**src/rtl/moore_pattern_tx.sv**
```systemverilog
// Moore-style serial pattern transmitter. It sends a captured WIDTH-bit pattern
// MSB-first repeat_n times, with GAP idle cycles between repetitions.
module moore_pattern_tx #(
  parameter int WIDTH = 4,
  parameter int CNT_W = 4,
  parameter int GAP   = 1
) (
  input  logic             clk,
  input  logic             rst,
  input  logic             start,
  input  logic [WIDTH-1:0] pattern,
  input  logic [CNT_W-1:0] repeat_n,
  output logic             out,
  output logic             valid,
  output logic             busy,
  output logic             done,
  output logic [1:0]       fsm_state
);

  // Handshake: start is a request that is sampled only in IDLE. It is accepted
  // on that edge when repeat_n != 0 and is otherwise dropped, with no queuing.
  // valid qualifies out, one bit per cycle, and has no ready or back-pressure.
  localparam int BIT_W = $clog2(WIDTH);
  localparam int GAP_W = (GAP > 0) ? $clog2(GAP + 1) : 1;

  localparam logic [1:0] S_IDLE = 2'd0;
  localparam logic [1:0] S_SEND = 2'd1;
  localparam logic [1:0] S_GAP  = 2'd2;
  localparam logic [1:0] S_DONE = 2'd3;

  localparam logic [BIT_W-1:0] LAST_BIT = BIT_W'(WIDTH - 1);
  localparam logic [GAP_W-1:0] LAST_GAP = GAP_W'((GAP > 0) ? GAP - 1 : 0);
  localparam logic [CNT_W-1:0] ONE_REP  = CNT_W'(1);

  logic [1:0]       state;
  logic [WIDTH-1:0] shreg;
  logic [WIDTH-1:0] pat_q;
  logic [CNT_W-1:0] reps;
  logic [BIT_W-1:0] bitcnt;
  logic [GAP_W-1:0] gapcnt;

  always_ff @(posedge clk or posedge rst) begin
    if (rst) begin
      state  <= S_IDLE;
      shreg  <= '0;
      pat_q  <= '0;
      reps   <= '0;
      bitcnt <= '0;
      gapcnt <= '0;
    end else begin
      case (state)
        S_IDLE: begin
          if (start && (repeat_n != '0)) begin
            shreg  <= pattern;
            pat_q  <= pattern;
            reps   <= repeat_n;
            bitcnt <= '0;
            state  <= S_SEND;
          end
        end
        S_SEND: begin
          shreg  <= {shreg[WIDTH-2:0], 1'b0};
          bitcnt <= bitcnt + 1'b1;
          if (bitcnt == LAST_BIT) begin
            reps <= reps - 1'b1;
            if (reps == ONE_REP) begin
              state <= S_DONE;
            end else if (GAP > 0) begin
              state  <= S_GAP;
              gapcnt <= '0;
            end else begin
              // Back-to-back repetition: reload in place and stay in SEND.
              shreg  <= pat_q;
              bitcnt <= '0;
            end
          end
        end
        S_GAP: begin
          if (gapcnt == LAST_GAP) begin
            shreg  <= pat_q;
            bitcnt <= '0;
            state  <= S_SEND;
          end else begin
            gapcnt <= gapcnt + 1'b1;
          end
        end
        default: begin
          state <= S_IDLE;
        end
      endcase
    end
  end

  // All outputs are decoded from registered state only.
  always_comb begin
    out       = 1'b0;
    valid     = 1'b0;
    busy      = 1'b0;
    done      = 1'b0;
    fsm_state = state;
    case (state)
      S_SEND: begin
        out   = shreg[WIDTH-1];
        valid = 1'b1;
        busy  = 1'b1;
      end
      S_GAP:   busy = 1'b1;
      S_DONE:  done = 1'b1;
      default: ;
    endcase
  end

endmodule

```
**config.mk**
```make
export PLATFORM = sky130hd
export DESIGN_NAME = moore_pattern_tx
export DESIGN_NICKNAME = d
export VERILOG_FILES = /design/src/rtl/moore_pattern_tx.sv
export SDC_FILE = /design/constraint.sdc
export NUM_CORES = 1
export LEC_CHECK = 0
export CELL_PAD_IN_SITES_DETAIL_PLACEMENT = 1
export CELL_PAD_IN_SITES_GLOBAL_PLACEMENT = 2
export CORE_UTILIZATION = 35
export DETAILED_ROUTE_END_ITERATION = 12
export PLACE_DENSITY_LB_ADDON = 0.08
export SLEW_MARGIN = 20
export SYNTH_ARGS = -nofsm -noshare
export SYNTH_HDL_FRONTEND = slang
export SYNTH_SLANG_ARGS = --single-unit
```
**constraint.sdc**
```tcl
create_clock -name clk -period 3.6 [get_ports clk]
set_input_delay 0.72 -clock clk [delete_from_list [all_inputs] [get_ports clk]]
set_output_delay 0.72 -clock clk [all_outputs]
set_load 0.05 [all_outputs]
```
==> flow_summary.toml <==
[clock_network]
clock_latency_ps = 300
clkSlewWorstSetupHoldPaths_ps = 100
cts-root-buf = "clkbuf_4"
cts_hold_buf = 0
clockBufferDepth = 2
post_cts_buffers = 0
cts_sinks = 16
tritoncts = "done"
numCtsBuffers = 3
cts_resized = 0
htreeDepth = 1

[sta]
skew_ps = 2.47
fin_crit_ps = 2880
finalHoldViolations = 0
finalMaxSlewViolations = 0
worstMarginPinSlew_ps = 643
slew_headroom_pct = 57.1
setup_violations = 0
period_share_pct = 80.1
max_freq_ghz = 0.347
rsz0062_at_grt = "no"
finalSetupTns_ps = 0

[hold_path]
holdPathStages = 1
hp-start = "pat_q[0]$_DFFE_PP0P_"
whs_endpoint = "pat_q[0]$_DFFE_PP0P_"
hold_path.class = "reg2reg"

[drt]
first_iter_violations = 26
dr.pass1.iters = 4
avgViaCountPerCell = 5.43
wire_per_inst_microns = 15.8
antenna_left = 0
wirelength_mm = 2.34
drc = 0
vias = 803

[synth]
synthArstFlopShare_pct = 100
synth-main-ff-cell = "dfrtp_1"
ys_ff_latch = 16
netlist_instances = 98
syn_area_sq_um = 998
synthesis.nets = 117
yosysWarnings = 0
synth_cell_types = 32
synth_edf_count = 0
ys_seq_area_share_pct = 40.1
synth_area_per_cell_sq_um = 10.2

[job]
max_cap_viol_count = 0

[power_and_ir_drop]
p_per_area_nw_per_um2 = 1010
seqPwrFrac_pct = 27.1
ir_worst_vdd_uv = 528
power_w = 0.00125
combPwrFrac_pct = 62.8
p_leak_nw = 0.539
p_clk_share_pct = 10.1
internal_power_w = 0.000671
switchingPower_w = 0.000576
switching_share_pct = 46.2

[die]
die_area_sq_um = 3070
die_height_microns = 55.4
die_w_microns = 55.4
io_pins = 17
start_util_pct = 36.5
core-area_sq_um = 2730
rows = 19

[worst_setup_path]
cp.required_ps = 2880
startpoint_type = "flip-flop"
crit_path_end_kind = "primary output"
r2r_cells = 6
rrSetupSlack_ps = 1630
cp.arrival_ps = 2160
reg2reg_to = "reps[0]$_DFFE_PP0P_"
worstPathMaxFanout = 15
path_class = "reg2out"
timing.rr.start = "fsm_state[0]$_DFFE_PP0P_"

[placed_design]
place_hpwl_mm = 1.75
gp_congestion = 0.725
dpl.cell_count = 144
io_buffers = 16

[final_layout]
syn2layout_area_growth_pct = 23.4
antennaDiodeCount = 0
drive_gt1_share_pct = 14.5
layout_common_cells = "16 x dfrtp_1, 16 x clkdlybuf4s50_1, 10 x inv_1"
final_nets = 137
final_cells = 148
fillers = 313

[grt]
first_global_vias = 873
gr-total-overflow = 0
antenna_found_initial = 0
grt_pass1_wl_mm = 4.18
grt_max_degree = 17
track_usage_pct = 17.6

[outcome]
status = "finished clean"
==> registers in the layout, summed over array words and instances, names as in the netlist <==
register and flops:
fsm_state 2, shreg 4, reps 4, pat_q 4, bitcnt 2
==> final cells by class <==
class | count | area, sq um | share of cell area, %
well taps | 31 | 38.8 | 3.15
flip-flops and latches | 16 | 400 | 32.5
multi-input cells | 70 | 552 | 44.8
repair buffers | 17 | 168 | 13.6
inverters | 10 | 37.5 | 3.05
clock buffers | 4 | 36.3 | 2.94
==> cell usage after synthesis (all sizes together) (2+ instances only) <==
cell type	instances	area, sq um
dfrtp	16	400
inv	10	37.5
ha	8	100
nand2	8	30.0
mux2	7	90.1
o21ai	6	30.0
a21oi	5	28.8
a22oi	3	22.5
a2bb2oi	3	26.3
mux2i	3	30.0
nand2b	3	18.8
nor2	3	13.8
nor2b	3	18.8
a31oi	2	12.5
and2	2	15.0
nand3	2	10.0
nand3b	2	15.0
nor3	2	10.0
==> worst max-delay path, stage by stage (launching register included) <==
cell	delay, ps
dfrtp_1	440
inv_1	120
ha_1	150
buf_4	200
and2_1	150
clkdlybuf4s50_1	800
==> cell families (layout without fill, tap and decap cells) <==
kind of cell / count (synthesis) / count (layout) / share of synthesized area (%)
flip-flops: 16 / 16 / 40.1
AO/OA/AOI/OAI: 24 / 24 / 17.5
multiplexers: 10 / 10 / 12.0
AND/OR/NAND/NOR: 28 / 28 / 15.7
buffers and inverters: 12 / 31 / 4.64
adder cells (fa/ha/maj): 8 / 8 / 10.0
==> layer usage <==
metal	vias to the layer above	track usage, %	part of all wire, %
li1	393	-	-
met2	14	27.9	48
met5	-	0	0
met4	0	7.50	1.7
met1	391	23.8	47
met3	5	2.81	2.7
==> per-stage QoR <==
stage               utilization [%]  instance area [sq um]  hold slack, ps  setup slack, ps
finish                         45.1                   1230             519              717
global route                   45.1                   1230             560              608
CTS                            45.1                   1230             525              705
detailed placement             43.8                   1200             500             1050
global placement               43.8                   1200             490             1110
floorplan                         -                    998             469             1120
==> worst max path at each step <==
| stage | cells after the start | to | slack (ps) | start |
|---|---|---|---|---|
| floorplan | 3 | out | 1120 | fsm_state[0]$_DFFE_PP0P_ |
| global placement | 5 | out | 1110 | fsm_state[1]$_DFFE_PP0P_ |
| detailed placement | 5 | out | 1050 | fsm_state[1]$_DFFE_PP0P_ |
| CTS | 3 | busy | 710 | fsm_state[0]$_DFFE_PP0P_ |
| global route | 5 | out | 610 | fsm_state[1]$_DFFE_PP0P_ |
| finish | 5 | out | 720 | fsm_state[1]$_DFFE_PP0P_ |
==> power groups by stage <==
stage	clock network [W]	logic [W]	registers, W
detailed placement	0	0.000789	0.000344
floorplan	0	0.000566	0.000358
finish	0.000126	0.000784	0.000338
global placement	0	0.000777	0.000339
CTS	0.000132	0.000796	0.000339
global route	0.000143	0.000869	0.000352
(Power assumes the default switching activity.)
